## config.mk

```make
export PLATFORM = sky130hd
export DESIGN_NAME = alu_acc
export DESIGN_NICKNAME = d
export VERILOG_FILES = /design/src/rtl/alu_pkg.sv /design/src/rtl/alu_mul_seq.sv /design/src/rtl/alu_acc.sv
export SDC_FILE = /design/constraint.sdc
export NUM_CORES = 1
export LEC_CHECK = 0
export CAP_MARGIN = 15
export CORE_AREA = 4 4 89 133
export DETAILED_ROUTE_END_ITERATION = 12
export DIE_AREA = 0 0 93 137
export MAX_ROUTING_LAYER = met4
export PLACE_DENSITY = 0.68
export SYNTH_ARGS = -nofsm -noshare
export SYNTH_HDL_FRONTEND = slang
export SYNTH_HIERARCHICAL = 1
export SYNTH_SLANG_ARGS = --single-unit
```

## constraint.sdc

```tcl
create_clock -name clock -period 9.6 [get_ports clock]
set_clock_uncertainty 0.05 [all_clocks]
set_input_delay 1.92 -clock clock [delete_from_list [all_inputs] [get_ports clock]]
set_output_delay 1.92 -clock clock [all_outputs]
set_load 0.03 [all_outputs]
```

## src/rtl/alu_pkg.sv

```systemverilog
// alu_pkg: shared definitions for the accumulator ALU.
//   - 4-bit opcode encodings OP_NOP .. OP_CLR (11..15 are undefined)
//   - FSM state type for the top level (ST_IDLE accepts, ST_MUL waits)
package alu_pkg;

    localparam logic [3:0] OP_NOP  = 4'd0;
    localparam logic [3:0] OP_LOAD = 4'd1;
    localparam logic [3:0] OP_ADD  = 4'd2;
    localparam logic [3:0] OP_SUB  = 4'd3;
    localparam logic [3:0] OP_AND  = 4'd4;
    localparam logic [3:0] OP_OR   = 4'd5;
    localparam logic [3:0] OP_XOR  = 4'd6;
    localparam logic [3:0] OP_SHL  = 4'd7;
    localparam logic [3:0] OP_SHR  = 4'd8;
    localparam logic [3:0] OP_MUL  = 4'd9;
    localparam logic [3:0] OP_CLR  = 4'd10;

    typedef enum logic {
        ST_IDLE = 1'b0,
        ST_MUL  = 1'b1
    } state_t;

endpackage

```

## src/rtl/alu_mul_seq.sv

```systemverilog
// alu_mul_seq: sequential shift-add multiplier, one partial product per cycle.
//   clock, reset : system clock, asynchronous active-high reset
//   start        : load operands a (multiplicand) and b (multiplier)
//   a, b         : WIDTH-bit unsigned operands
//   done         : high during the cycle whose closing edge adds the last
//                  partial product; product is valid in that same cycle
//   product      : 2*WIDTH-bit unsigned result (valid while done is high)
// start at edge N, partial products added at edges N+1 .. N+WIDTH (LSB of b
// first), so a consumer sampling product when done is high captures it at
// edge N+WIDTH.
module alu_mul_seq #(
    parameter int WIDTH = 8
) (
    input  logic               clock,
    input  logic               reset,
    input  logic               start,
    input  logic [WIDTH-1:0]   a,
    input  logic [WIDTH-1:0]   b,
    output logic               done,
    output logic [2*WIDTH-1:0] product
);

    localparam int CW = (WIDTH > 1) ? $clog2(WIDTH) : 1;

    logic [2*WIDTH-1:0] mcand_reg;
    logic [WIDTH-1:0]   mplier_reg;
    logic [2*WIDTH-1:0] acc_reg;
    logic [CW-1:0]      cnt_reg;
    logic               busy_reg;
    logic [2*WIDTH-1:0] sum;

    always_comb begin
        sum = acc_reg + (mplier_reg[0] ? mcand_reg : '0);
    end

    // The final partial sum is handed out combinationally so the result lands
    // on the same edge as the last iteration.
    assign done    = busy_reg && (cnt_reg == CW'(WIDTH - 1));
    assign product = sum;

    always_ff @(posedge clock or posedge reset) begin
        if (reset) begin
            mcand_reg  <= '0;
            mplier_reg <= '0;
            acc_reg    <= '0;
            cnt_reg    <= '0;
            busy_reg   <= 1'b0;
        end else if (start) begin
            mcand_reg  <= {{WIDTH{1'b0}}, a};
            mplier_reg <= b;
            acc_reg    <= '0;
            cnt_reg    <= '0;
            busy_reg   <= 1'b1;
        end else if (busy_reg) begin
            acc_reg    <= sum;
            mcand_reg  <= {mcand_reg[2*WIDTH-2:0], 1'b0};
            mplier_reg <= {1'b0, mplier_reg[WIDTH-1:1]};
            cnt_reg    <= cnt_reg + 1'b1;
            if (done) begin
                busy_reg <= 1'b0;
            end
        end
    end

endmodule

```

## src/rtl/alu_acc.sv

```systemverilog
// alu_acc: accumulator ALU with valid/ready issue and registered status.
//   clock, reset       : system clock, asynchronous active-high reset
//   in_valid, in_ready : issue handshake; opcode/data sampled on acceptance
//   opcode, data       : 4-bit operation select and WIDTH-bit operand
//   out_valid          : one-cycle pulse per accepted operation
//   alu_out            : accumulator value after the operation
//   zero, neg          : flags of the new accumulator
//   carry, ovf         : arithmetic flags (held by NOP/undefined opcodes)
//   illegal            : pulses with out_valid for opcodes 11..15
// Single-cycle ops complete on the accepting edge; MUL hands operands to
// alu_mul_seq and completes WIDTH edges later with in_ready low meanwhile.
module alu_acc
    import alu_pkg::*;
#(
    parameter int WIDTH = 8
) (
    input  logic             clock,
    input  logic             reset,
    input  logic             in_valid,
    output logic             in_ready,
    input  logic [3:0]       opcode,
    input  logic [WIDTH-1:0] data,
    output logic             out_valid,
    output logic [WIDTH-1:0] alu_out,
    output logic             zero,
    output logic             neg,
    output logic             carry,
    output logic             ovf,
    output logic             illegal
);

    localparam int MSB = WIDTH - 1;

    state_t             state_reg;
    logic [WIDTH-1:0]   acc_reg;
    logic               in_ready_reg;
    logic               out_valid_reg;
    logic               illegal_reg;
    logic               zero_reg;
    logic               neg_reg;
    logic               carry_reg;
    logic               ovf_reg;

    logic [WIDTH-1:0]   acc_next;
    logic               carry_next;
    logic               ovf_next;
    logic               illegal_next;

    logic               mul_start;
    logic               mul_done;
    logic [2*WIDTH-1:0] mul_product;

    assign in_ready  = in_ready_reg;
    assign out_valid = out_valid_reg;
    assign alu_out   = acc_reg;
    assign zero      = zero_reg;
    assign neg       = neg_reg;
    assign carry     = carry_reg;
    assign ovf       = ovf_reg;
    assign illegal   = illegal_reg;

    assign mul_start = (state_reg == ST_IDLE) && in_valid && (opcode == OP_MUL);

    alu_mul_seq #(
        .WIDTH (WIDTH)
    ) u_mul (
        .clock   (clock),
        .reset   (reset),
        .start   (mul_start),
        .a       (acc_reg),
        .b       (data),
        .done    (mul_done),
        .product (mul_product)
    );

    // Single-cycle result. LOAD and the shifts only define the flags they
    // name, so ovf (and carry for LOAD) keep their previous value there.
    always_comb begin
        acc_next     = acc_reg;
        carry_next   = carry_reg;
        ovf_next     = ovf_reg;
        illegal_next = 1'b0;
        case (opcode)
            OP_NOP: ;
            OP_LOAD: acc_next = data;
            OP_ADD: begin
                {carry_next, acc_next} = {1'b0, acc_reg} + {1'b0, data};
                ovf_next = (acc_reg[MSB] == data[MSB]) && (acc_next[MSB] != acc_reg[MSB]);
            end
            OP_SUB: begin
                acc_next   = acc_reg - data;
                carry_next = (acc_reg >= data);
                ovf_next   = (acc_reg[MSB] != data[MSB]) && (acc_next[MSB] != acc_reg[MSB]);
            end
            OP_AND: begin
                acc_next   = acc_reg & data;
                carry_next = 1'b0;
                ovf_next   = 1'b0;
            end
            OP_OR: begin
                acc_next   = acc_reg | data;
                carry_next = 1'b0;
                ovf_next   = 1'b0;
            end
            OP_XOR: begin
                acc_next   = acc_reg ^ data;
                carry_next = 1'b0;
                ovf_next   = 1'b0;
            end
            OP_SHL: begin
                acc_next   = {acc_reg[MSB-1:0], 1'b0};
                carry_next = acc_reg[MSB];
            end
            OP_SHR: begin
                acc_next   = {1'b0, acc_reg[MSB:1]};
                carry_next = acc_reg[0];
            end
            OP_MUL: ;  // completed through the multiplier path
            OP_CLR: begin
                acc_next   = '0;
                carry_next = 1'b0;
                ovf_next   = 1'b0;
            end
            default: illegal_next = 1'b1;
        endcase
    end

    always_ff @(posedge clock or posedge reset) begin
        if (reset) begin
            state_reg     <= ST_IDLE;
            acc_reg       <= '0;
            in_ready_reg  <= 1'b1;
            out_valid_reg <= 1'b0;
            illegal_reg   <= 1'b0;
            zero_reg      <= 1'b1;
            neg_reg       <= 1'b0;
            carry_reg     <= 1'b0;
            ovf_reg       <= 1'b0;
        end else begin
            out_valid_reg <= 1'b0;
            illegal_reg   <= 1'b0;
            case (state_reg)
                ST_IDLE: begin
                    if (in_valid) begin
                        if (opcode == OP_MUL) begin
                            state_reg    <= ST_MUL;
                            in_ready_reg <= 1'b0;
                        end else begin
                            acc_reg       <= acc_next;
                            carry_reg     <= carry_next;
                            ovf_reg       <= ovf_next;
                            zero_reg      <= (acc_next == '0);
                            neg_reg       <= acc_next[MSB];
                            illegal_reg   <= illegal_next;
                            out_valid_reg <= 1'b1;
                        end
                    end
                end
                ST_MUL: begin
                    if (mul_done) begin
                        acc_reg       <= mul_product[WIDTH-1:0];
                        carry_reg     <= |mul_product[2*WIDTH-1:WIDTH];
                        ovf_reg       <= 1'b0;
                        zero_reg      <= (mul_product[WIDTH-1:0] == '0);
                        neg_reg       <= mul_product[MSB];
                        out_valid_reg <= 1'b1;
                        state_reg     <= ST_IDLE;
                        in_ready_reg  <= 1'b1;
                    end
                end
                default: begin
                    state_reg    <= ST_IDLE;
                    in_ready_reg <= 1'b1;
                end
            endcase
        end
    end

endmodule

```

==> flow_summary_export.csv, run 1 <==
group,metric,value,unit
detailed_routing,antenna_left,0,
synthesis,synth_xor_xnor_area_share,0.0298,
layout,final_net_count,691,
job,cap_viol_max_count,0,
synthesis,synth_sequential_area_ratio,0.280,
power_and_ir_drop,swShare,0.451,
synthesis,async_reset_ff_frac,1.00,
layout,final_area,0.00595,sq mm
power_and_ir_drop,net-switching-power,800,uW
worst_setup_path,critical_path_class,"primary input to flip-flop",
placement,dpl-instance-area,0.00564,sq mm
timing,final.period_utilization,0.499,
floorplan,design.portCount,30,
timing,fin_worst_hold_slack,0.413,ns
placement,place.detailed.instances,764,
timing,setup_total_negative_slack,0,ns
synthesis,syn-cell-area,0.00529,sq mm
synthesis,synth.yosys.warnings,6,
clock_network,root_buffer,"clkbuf_16",
layout,n_antenna_cell,0,
grt,grt_first_pass_wirelength,25600,um
clock_network,cts_sinks,59,
detailed_routing,drt_wl_total,15900,um
detailed_routing,wire_per_inst,20.3,um
clock_network,cts.path.max_buffers,2,
clock_network,cts_buffers,9,
placement,pre_cts_ws,4.51,ns
synthesis,synth-compound-area-share,0.230,
timing,hold_viol_final,0,
clock_network,post_cts_resized,0,
layout,post_route_cells_drive_above_1_share,0.0660,
floorplan,chipWidth,93,um
floorplan,floorplan.die_area,0.0127,sq mm
clock_network,cts.hold.buffers_added,0,
placement,numPortBuffers,29,
grt,antenna_violations_before_repair,0,
synthesis,dominantRegCellSynth,"dfrtp_1",
floorplan,placeableCoreArea,0.0106,sq mm
synthesis,net_count_after_synthesis,683,
timing,final_period_minus_worst_setup_slack,4.79,ns
synthesis,synthesis.instances,623,
clock_network,ctsHtreeMaxLevel,3,
synthesis,synth.area.mux_share,0.0783,
min_path,worstHoldPathType,"flip-flop to flip-flop",
timing,setup-violations-final,0,
synthesis,synthDistinctLibCells,78,
synthesis,synth.area.top_cells,"dfrtp_1 (27%), ha_1 (9.9%), mux2i_1 (7.2%), nor2_1 (4.3%), o21ai_0 (3.9%)",
power_and_ir_drop,power.leakage,0.00267,uW
synthesis,synth_seq_cells,59,
clock_network,worst_skew_pair_latency,0.33,ns
placement,globalplace.congestion,1.03,
timing,achievable-frequency,209,MHz
grt,via_count_of_the_first_global_routing_pass,4904,
timing,max-slew-margin-rel,0.326,
worst_setup_path,crit_required,9.76,ns
synthesis,syn_avg_cell_area,8.49,sq um
layout,layoutNonFillerInstCount,780,
power_and_ir_drop,gate_power_share,0.533,
outcome,outcome,"finished, final reports clean",
clock_network,tritoncts_clock_tree,"yes",
floorplan,floorplan.initialDensity,0.499,
detailed_routing,total_drc_errors_in_the_routed_layout,0,
synthesis,dominant_combinational_cell_family_by_area_after_synthesis,"compound AO/OA/AOI/OAI gates",
grt,largest_net_degree_at_the_start_of_global_routing,62,
worst_setup_path,arrival_time_of_the_worst_setup_path,4.95,ns
synthesis,post_synth_fa_ha_maj_area_fraction,0.111,
power_and_ir_drop,seq_power_share,0.276,
floorplan,rows,46,
detailed_routing,routed_via_density,6.38,
detailed_routing,drt_iter0_markers,327,
timing,tightestPinTransition,0.996,ns
clock_network,cts_setup_buffers,0,
grt,grt-ovfl-total,0,
timing,final_max_tran_viols,0,
timing,grt_setup_unrepaired,"no",
timing,setup_ws,4.81,ns
placement,place.detailed.hpwl,11600,um
detailed_routing,via_count,4979,
synthesis,netlist.area_leader.share,0.270,
layout,layout-area-overhead-vs-synth,12.5,%
worst_setup_path,critPathCaptureType,"flip-flop",
power_and_ir_drop,internal_power,975,uW
synthesis,number_of_enable_flip_flop_cells_after_synthesis,0,
detailed_routing,detail_route.first_pass.iterations,8,
synthesis,post_synth_and_or_nand_nor_area_fraction,0.213,
clock_network,clkSlewWorstSetupHoldPaths,0.06,ns
synthesis,synth_top_area_cell,"dfrtp_1",
worst_setup_path,critPathMaxFanout,61,
power_and_ir_drop,max-vdd-ir-drop,0.000212,V
power_and_ir_drop,clockPowerShare,0.192,
floorplan,die_h,137,um
grt,grt_use_total,0.265,
worst_setup_path,crit_path_start_kind,"primary input",
power_and_ir_drop,power_density,298,mW/mm^2
## area by class of cell
| class | instances | area [sq um] |
|---|---|---|
| Clock buffer | 11 | 233 |
| Clock inverter | 5 | 77.6 |
| Fill cell | 1011 | 4640 |
| Inverter | 34 | 128 |
| Multi-Input combinational cell | 490 | 3500 |
| Sequential cell | 59 | 1480 |
| Tap cell | 144 | 180 |
| Timing Repair Buffer | 37 | 350 |
## cell usage in the layout, fill, tap and decap left out, drive strengths merged, types with 8 or more instances in the layout
cell type,count
and2,20
ha,42
a31oi,12
nand3,14
mux2i,38
nand2,41
o21ai,44
nor2b,8
dfrtp,57
clkbuf,11
inv,33
xnor2,10
a21o,15
a21oi,30
xor2,8
nand2b,8
clkdlybuf4s50,29
nand4,8
buf,8
nor3b,8
nor2,60
## critical path, cell delays in order
cell and delay (ns):
clkdlybuf4s50_1 0.46, buf_4 0.34, nand2b_1 0.28, nor3b_1 0.34, nand3_1 0.16, inv_1 0.09, buf_4 0.47, inv_1 0.31
nand3_1 0.16, nor3b_1 0.06, a311o_1 0.31
## power groups by stage
stage / sequential, uW / clock (uW) / combinational [uW]
after CTS: 488 / 347 / 937
after global routing: 504 / 357 / 1030
after global placement: 485 / 0 / 912
final: 489 / 340 / 945
after floorplan: 483 / 0 / 668
after detailed placement: 491 / 0 / 930
## through the flow
step / utilization / total power (uW)
global route: 0.562 / 1890
global placement: 0.532 / 1400
finish: 0.562 / 1770
detailed placement: 0.532 / 1420
floorplan: - / 1150
CTS: 0.562 / 1770
## path summary, 6_finish.rpt
check                      depth (start not counted)  slack [ns]                to                 from
max                                               11        4.81  u_mul/acc_reg[7]            opcode[0]
min                                                2        0.41          in_ready             in_ready
max reg2reg                                       13        5.99             carry  u_mul/mplier_reg[0]
min reg2reg                                        2        0.41          in_ready             in_ready
max in group asynchronous                          3        7.07    u_mul/busy_reg                reset
min in group asynchronous                          2        1.97           illegal                reset
## logic make-up (layout without fill, tap and decap cells)
| group | Yosys count | count (layout) |
|---|---|---|
| AO/OA/AOI/OAI | 173 | 173 |
| XOR/XNOR | 18 | 18 |
| adder cells (fa/ha/maj) | 45 | 45 |
| buffers and inverters | 74 | 87 |
| flip-flops | 59 | 59 |
| multiplexers | 40 | 40 |
| AND/OR/NAND/NOR | 214 | 214 |
## synthesized netlist by cell type (12+ instances only)
cell / instances
buf_2: 16
o21ai_0: 41
nand2_1: 41
nor2_1: 60
mux2i_1: 38
a21oi_1: 28
dfrtp_1: 57
a31oi_1: 12
inv_1: 33
ha_1: 42
and2_1: 20
nand3_1: 14
a21o_1: 15
clkbuf_1: 17
## layer usage
metal / wire, um / share of wire / track usage / vias to the layer above
met3: 928 / 0.059 / 0.0363 / 71
met4: 1010 / 0.064 / 0.161 / 0
met2: 8090 / 0.51 / 0.452 / 209
li1: - / - / - / 2281
met1: 5830 / 0.37 / 0.290 / 2418
met5: 0 / 0 / - / -
Note: power is estimated with default switching activity, not from simulation.
==> run 2: changes to the inputs <==
--- a/config.mk
+++ b/config.mk
@@ -10,7 +10,7 @@
 export DETAILED_ROUTE_END_ITERATION = 12
 export DIE_AREA = 0 0 93 137
 export MAX_ROUTING_LAYER = met4
-export PLACE_DENSITY = 0.68
+export PLACE_DENSITY = 0.71
 export SYNTH_ARGS = -nofsm -noshare
 export SYNTH_HDL_FRONTEND = slang
 export SYNTH_HIERARCHICAL = 1
==> constraint.sdc (replaced) <==
create_clock -name clock -period 3.9 [get_ports clock]
set_clock_uncertainty 0.05 [all_clocks]
set_input_delay 0.78 -clock clock [delete_from_list [all_inputs] [get_ports clock]]
set_output_delay 0.78 -clock clock [all_outputs]
set_load 0.03 [all_outputs]
==> run 2 against run 1 <==
Net effect: flip-flop and latch count unchanged; via count down 0.58%; register-to-register slack worse by 5.5 ns; routed wire length up 0.85%; non-clock buffer count up 15; critical path depth down 1; combinational power rose to 2.6 times the previous value; final area up 2.1%; sequential power up 140%; worst hold slack worse by 0.0042 ns; worst setup slack worse by 4.4 ns.
==> flow_summary_export.csv, run 2 (synthesized netlist as in run 1, its figures left out) <==
group,metric,value,unit
layout,layout-area-overhead-vs-synth,14.8,%
power_and_ir_drop,max-vdd-ir-drop,0.000389,V
worst_setup_path,arrival_time_of_the_worst_setup_path,3.61,ns
worst_setup_path,critPathTopFamily,"compound AO/OA/AOI/OAI gates",
worst_setup_path,critical_path_class,"primary input to flip-flop",
worst_setup_path,worst-path-buf-inv,3,
job,cap_viol_max_count,0,
grt,grt_use_total,0.272,
detailed_routing,via_count,4950,
layout,most_used_cells_in_the_layout_excluding_fill_and_tap_cells,"nor2_1 (60), dfrtp_1 (56), ha_1 (42)",
grt,antenna_violations_before_repair,0,
timing,achievable-frequency,290,MHz
timing,setup-violations-final,0,
clock_network,cts.path.max_buffers,2,
timing,fin_worst_hold_slack,0.408,ns
floorplan,chipWidth,93,um
detailed_routing,wire_per_inst,20.1,um
detailed_routing,total_drc_errors_in_the_routed_layout,0,
timing,setup_total_negative_slack,0,ns
worst_setup_path,cpMaxStageDelayCell,"clkdlybuf4s50_1",
placement,numPortBuffers,29,
timing,grt_setup_unrepaired,"no",
floorplan,die_h,137,um
timing,hold_viol_final,0,
grt,grt-ovfl-total,0,
layout,layout.filler_cells,1007,
timing,final.period_utilization,0.884,
clock_network,cts_buffers,9,
floorplan,floorplan.initialDensity,0.499,
worst_setup_path,cp_cell_sequence,"clkdlybuf4s50_1 -> inv_1 -> ha_1 -> or2_2 -> a211oi_1 -> o41ai_1 -> buf_4 -> a311oi_1 -> a31oi_1 -> o41ai_1",
layout,post_route_cells_drive_above_1_share,0.0876,
clock_network,clkSlewWorstSetupHoldPaths,0.05,ns
layout,n_antenna_cell,0,
floorplan,floorplan.die_area,0.0127,sq mm
min_path,worstHoldPathType,"flip-flop to flip-flop",
detailed_routing,routed_via_density,6.23,
detailed_routing,drt_wl_total,16000,um
clock_network,tritoncts_clock_tree,"yes",
grt,grt_first_pass_wirelength,26300,um
layout,final_net_count,706,
power_and_ir_drop,power_density,713,mW/mm^2
floorplan,design.portCount,30,
timing,tightestPinTransition,0.914,ns
worst_setup_path,cp_common_cell,"o41ai_1",
worst_setup_path,critPathCaptureType,"flip-flop",
grt,largest_net_degree_at_the_start_of_global_routing,61,
power_and_ir_drop,power.leakage,0.00275,uW
power_and_ir_drop,total_power,4330,uW
clock_network,cts_setup_buffers,0,
clock_network,root_buffer,"clkbuf_16",
timing,final_max_tran_viols,0,
clock_network,cts_sinks,59,
detailed_routing,antenna_left,0,
placement,place.detailed.hpwl,11800,um
outcome,outcome,"finished, final reports clean",
timing,setup_ws,0.452,ns
layout,most_common_cell_after_layout_fill_and_taps_aside,"nor2_1",
worst_setup_path,critPathMaxFanout,6,
clock_network,cts.hold.buffers_added,0,
worst_setup_path,crit_path_start_kind,"primary input",
detailed_routing,drt_iter0_markers,376,
placement,pre_cts_ws,0.186,ns
placement,globalplace.congestion,0.973,
layout,finish.utilization,0.573,
timing,max-slew-margin-rel,0.382,
clock_network,post_cts_resized,0,
worst_setup_path,crit_required,4.06,ns
floorplan,rows,46,
clock_network,worst_skew_pair_latency,0.32,ns
timing,final_period_minus_worst_setup_slack,3.45,ns
grt,via_count_of_the_first_global_routing_pass,5129,
worst_setup_path,max_stage_delay,0.49,ns
detailed_routing,detail_route.first_pass.iterations,5,
clock_network,ctsHtreeMaxLevel,3,
floorplan,placeableCoreArea,0.0106,sq mm
## run 2: routing by layer
layer / vias to the layer above / part of all wire / GRT usage
li1: 2315 / - / -
met1: 2382 / 0.38 / 0.298
met2: 189 / 0.51 / 0.471
met3: 64 / 0.049 / 0.0347
met4: 0 / 0.063 / 0.159
met5: - / 0 / -
## run 2: cell type report
type | count | area (sq um) | share of cell area
clock inverter | 2 | 10.0 | 0.00165
clock buffer | 14 | 274 | 0.0451
sequential | 59 | 1480 | 0.244
multi-input combinational | 490 | 3500 | 0.576
inverter | 34 | 128 | 0.0210
timing repair buffer | 52 | 500 | 0.0824
tap | 144 | 180 | 0.0297
## run 2: through the flow
step	area, sq um	instances
4_1_cts	6070	795
3_3_place_gp	5790	779
3_5_place_dp	5790	779
5_1_grt	6070	795
2_1_floorplan	5290	623
6_report	6070	795
## run 2: worst paths after layout
kind / start / to / slack, ns / cells after the start
setup reg to reg: u_mul/mplier_reg[0] / carry / 0.50 / 13
min in group asynchronous: reset / u_mul/cnt_reg[0] / 0.60 / 2
max in group asynchronous: reset / u_mul/busy_reg / 2.47 / 3
hold / removal: in_ready / in_ready / 0.41 / 2
hold reg to reg: in_ready / in_ready / 0.41 / 2
setup / recovery: data[1] / zero / 0.45 / 10
## run 2: worst min-delay path, stage by stage (launching register included)
cell and delay, ns:
dfstp_2 0.36, nand2_1 0.05, nand2_1 0.05
## run 2: report_power, final
part           internal, uW  leakage (uW)  switching, uW  total, uW
Clock                   479      0.000143            265        744
Sequential              890      0.000741            259       1150
Combinational          1000       0.00186           1430       2440
==> variant 1: new RTL, settings of run 1 <==
`WIDTH` is set to 8 in 2 places; all go to 4.
--- a/src/rtl/alu_mul_seq.sv
+++ b/src/rtl/alu_mul_seq.sv
@@ -9,7 +9,7 @@
 // first), so a consumer sampling product when done is high captures it at
 // edge N+WIDTH.
 module alu_mul_seq #(
-    parameter int WIDTH = 8
+    parameter int WIDTH = 4
 ) (
     input  logic               clock,
     input  logic               reset,
--- a/src/rtl/alu_acc.sv
+++ b/src/rtl/alu_acc.sv
@@ -12,7 +12,7 @@
 module alu_acc
     import alu_pkg::*;
 #(
-    parameter int WIDTH = 8
+    parameter int WIDTH = 4
 ) (
     input  logic             clock,
     input  logic             reset,
Ports: changed (resized alu_out and data); port bits go from 30 to 22. The function was not compared with the original's and may differ.
==> variant 1 against run 1 <==
  * Setup slack improved by 0.21 ns
  * Sequential cell count fell by 25
  * Count of clock-buffer cells in the layout fell by 4
  * First-iteration DRC count fell by 63%
  * Routed wire length fell by 54%
  * Power fell by 80%
  * Critical path depth fell by 5
  * Final area fell by 44%
  * Register-to-register slack improved by 0.70 ns
  * Hold slack improved by 0.016 ns
  * Synthesized area fell by 44%
  * Highest routed layer unchanged
==> variant 1: results (changes against run 1) <==
The relative contribution of sequential cells to total power was 41.5% (+14 points). The met1 wire length was 3030 um (-48%). The top fanout value on the critical path came out at 37 (-39%).

The register bit count reported by yosys was 34 (-42%). The count of TritonRoute iterations in the first routing pass is 4 (-4). The placed wire-length estimate came out at 5410 um (-53%). The clock tree buffer count of the final layout came to 7 (-4). The layout buffering overhead excluding clock cells is 6.93% (+1.0 points). The share of the final layout cell area in sequential cells is 25.4% (+0.52 points). The first-pass GRT wire length is 12100 um (-53%). The number of multi-input combinational cells is 250 (-49%).

The routability-driven placement congestion ratio is 0.951 (-7.5%). The final instance area came out at 3360 sq um (-44%). The maximum level of the CTS H-tree was 2 (-1). The share of final layout cell area taken by clock buffers and inverters came out at 4.39% (-0.82 points). The number of violations reported at the end of detailed-routing iteration 0 came to 122 (-63%). The worst stage delay on the critical path was 0.86 ns (+0.39 ns). The net count reported at finish is 371 (-46%).

The met2 wire length is 3840 um (-53%). The slew at the pin closest to its max-slew limit came to 1.06 ns (+0.0599 ns). The met2 track utilization from global routing came to 22.2% (-23 points). The later-pin clock latency in the skew report came out at 0.28 ns (-0.05 ns). The number of buffers inserted during clock tree synthesis came to 5 (-4).

The number of signal-net inverters in the final layout is 22 (-35%). The via count is 2453 (-51%). The share of cell area taken by multi-input logic gates is 55.5% (-3.4 points). The critical path arrival is 4.72 ns (-0.23 ns). The overall power after layout is 0.349 mW (-80%). The sequential element share of the synthesized area came to 29.0% (+1.1 points).

The synthesized net count was 360 (-47%). The run finished with clean final reports. The count of non-CTS buffers in the layout came out at 24 (-35%). The total placed cells including tap cells came to 474 (-38%). The average instance area after synthesis is 9.02 sq um (+6.3%). The peak supply drop is 0.0000619 V (-71%). The number of buffers added on ports is 21 (-28%). The amount of wire on met3 after detailed routing is 277 um (-70%). The largest net degree at the start of global routing came to 38 (-39%). The global routing usage on met1 came out at 12.6% (-16 points). The number of non-filler instances in the completed layout came out at 482 (-38%).
-- variant 1: changes by cell type after synthesis, moves of 9 or more --
| cell | run 1 | this run |
|---|---|---|
| sky130_fd_sc_hd__o21ai_0 | 41 | 19 |
| sky130_fd_sc_hd__and2_1 | 20 | 11 |
| sky130_fd_sc_hd__a21oi_1 | 28 | 10 |
| sky130_fd_sc_hd__nand3_1 | 14 | 4 |
| sky130_fd_sc_hd__clkbuf_1 | 17 | 4 |
| sky130_fd_sc_hd__mux2i_1 | 38 | 18 |
| sky130_fd_sc_hd__nor2_1 | 60 | 25 |
| sky130_fd_sc_hd__ha_1 | 42 | 20 |
| sky130_fd_sc_hd__buf_2 | 16 | 5 |
| sky130_fd_sc_hd__inv_1 | 33 | 22 |
| sky130_fd_sc_hd__a31oi_1 | 12 | 3 |
| sky130_fd_sc_hd__dfrtp_1 | 57 | 32 |
| sky130_fd_sc_hd__nand2_1 | 41 | 22 |
-- variant 1: kinds of logic after synthesis --
kind of cell               Yosys count  share of synthesized area (%)
and+or+nand+nor                    108                           20.9
AOI/OAI and AO/OA                   91                           22.8
buffers and inverters               42                           7.62
DFF                                 34                           29.0
adders and majority gates           23                           10.6
muxes                               19                           6.51
xor gates and xnor gates             9                           2.68
-- variant 1: path summary, 6_finish.rpt --
check / start / slack, ns / to / cells after the start
worst max-delay path: opcode[0] / 5.01 / u_mul/acc_reg[6] / 6
max in group asynchronous: reset / 6.83 / u_mul/acc_reg[6] / 2
worst min register to register: in_ready / 0.43 / in_ready / 2
min in group asynchronous: reset / 1.96 / alu_out[2] / 2
worst min-delay path: in_ready / 0.43 / in_ready / 2
worst max register to register: u_mul/mplier_reg[0] / 6.69 / carry / 11
==> variant 2: new RTL, config.mk and constraints of run 1 <==
Made on the original files. Make the reset (`reset`) synchronous in 2 clocked blocks. Comments in the files are not updated.
--- a/src/rtl/alu_mul_seq.sv
+++ b/src/rtl/alu_mul_seq.sv
@@ -38,7 +38,7 @@
     assign done    = busy_reg && (cnt_reg == CW'(WIDTH - 1));
     assign product = sum;
 
-    always_ff @(posedge clock or posedge reset) begin
+    always_ff @(posedge clock) begin
         if (reset) begin
             mcand_reg  <= '0;
             mplier_reg <= '0;
--- a/src/rtl/alu_acc.sv
+++ b/src/rtl/alu_acc.sv
@@ -125,7 +125,7 @@
         endcase
     end
 
-    always_ff @(posedge clock or posedge reset) begin
+    always_ff @(posedge clock) begin
         if (reset) begin
             state_reg     <= ST_IDLE;
             acc_reg       <= '0;
Behaviour: differs if reset is asserted again (counterexample within 4 cycles, from zero or initial values and one cycle with reset high); with reset held inactive, the same outputs for 10 cycles.
==> variant 2 against run 1 <==
  * Sequential cell count unchanged
  * Final area is 4.3% lower
  * Synthesized area down 4.6%
  * Hold slack gained 0.011 ns
  * Via count down 3.0%
  * Routed wire length fell by 7.3%
  * Setup slack got worse by 1.0 ns
  * Highest routed layer unchanged
Power is not compared: it rests on default switching activity, and its combinational part moved more than twofold at a synthesized area within 25%.
==> variant 2: results (changes against run 1) <==
The largest net degree at the start of global routing is 48 (-23%). The worst setup path startpoint is opcode[3]. By count the netlist is led by 82 x sky130_fd_sc_hd__nor2_1, 59 x sky130_fd_sc_hd__dfxtp_1, 55 x sky130_fd_sc_hd__a21oi_1, 42 x sky130_fd_sc_hd__ha_1, 40 x sky130_fd_sc_hd__mux2i_1.

The fraction of the mapped netlist area in adder cells came out at 11.6% (+0.53 points). The synthesized-area fraction occupied by ao, oa, aoi and oai cells came out at 26.4% (+3.5 points). The worst stage delay on the critical path came out at 1.02 ns (+0.55 ns). The synthesized-area fraction occupied by xor and xnor cells came out at 3.12% (+0.14 points). The post-place setup slack is 3.52 ns (-0.992 ns). The routability-driven placement congestion ratio is 0.972 (-5.4%). The worst hold path begins at ovf. The share of post-route cells with drive strength above 1 came out at 6.09% (-0.52 points). The top fanout value on the critical path was 36 (-41%).

The met3 usage in global routing was 2.97% (-0.66 points). Sorting the synthesized cells by area gives the leading types as sky130_fd_sc_hd__dfxtp_1 23%, sky130_fd_sc_hd__ha_1 10%, sky130_fd_sc_hd__mux2i_1 7.9%, sky130_fd_sc_hd__nor2_1 6.1%, sky130_fd_sc_hd__a21oi_1 5.5%. The root buffer cell chosen for the clock tree is sky130_fd_sc_hd__clkbuf_16.

The worst slew margin relative to its limit came out at 30.4% (-2.2 points). The length in cells of the worst reg-to-reg path was 14 (+1). The global routing usage on met1 is 24.7% (-4.3 points). The amount of wire on met3 after detailed routing came out at 631 um (-32%).

The first-pass GRT wire length came out at 23800 um (-7.3%). The count of TritonRoute iterations in the first routing pass is 11 (+3). The count of cell types in the netlist came out at 72 (-7.7%).

In this run the critical register-to-register path is launched from u_mul/mplier_reg[0]. The slack of the worst reg-to-reg path came out at 6.03 ns (+0.04 ns). The average wire length per cell after detail routing is 18.3 um (-9.7%). The async set-reset flop share out of synthesis is 0% (-100 points). The met2 wire length was 7860 um (-2.8%).

The critical path arrival came out at 5.99 ns (+1.04 ns). The area after detailed placement was 5360 sq um (-4.9%). The sequential element share of the synthesized area is 23.4% (-4.6 points).

The via count is 4830 (-3.0%). The minimum clock period is 5.82 ns (+1.03 ns). The placed wire-length estimate is 11100 um (-4.3%). The net count reported at finish came out at 712 (+3.0%). The run finished with clean final reports. The multiplexer share of the synthesized area came to 8.23% (+0.40 points).
==> variant 2: path summary, 6_finish.rpt <==
check | end
worst max-delay path | u_mul/acc_reg[8]
worst min-delay path | ovf
worst max register to register | carry
worst min register to register | ovf
==> variant 2: stage by stage <==
| stage | hold WS [ns] | total power [mW] | std cells |
|---|---|---|---|
| final | 0.424 | 0.765 | 801 |
| after global routing | 0.458 | 0.799 | 801 |
| after CTS | 0.430 | 0.772 | 801 |
| after detailed placement | 0.422 | 0.421 | 785 |
| after global placement | 0.410 | 0.419 | 785 |
| after floorplan | 0.406 | 0.370 | 649 |
==> variant 2: layout make-up <==
type,count,area (sq um)
Clock buffer,10,239
Timing Repair Buffer,34,328
Inverter,34,128
Sequential cell,59,1180
Tap cell,144,180
Multi-Input combinational cell,514,3550
Fill cell,1090,4900
Clock inverter,6,88.8
==> variant 2: where the power goes <==
group	internal (mW)	switching [mW]	total [mW]
clock	0.234	0.113	0.346
combinational	0.0593	0.0971	0.156
sequential	0.251	0.0112	0.262
total	0.544	0.221	0.765
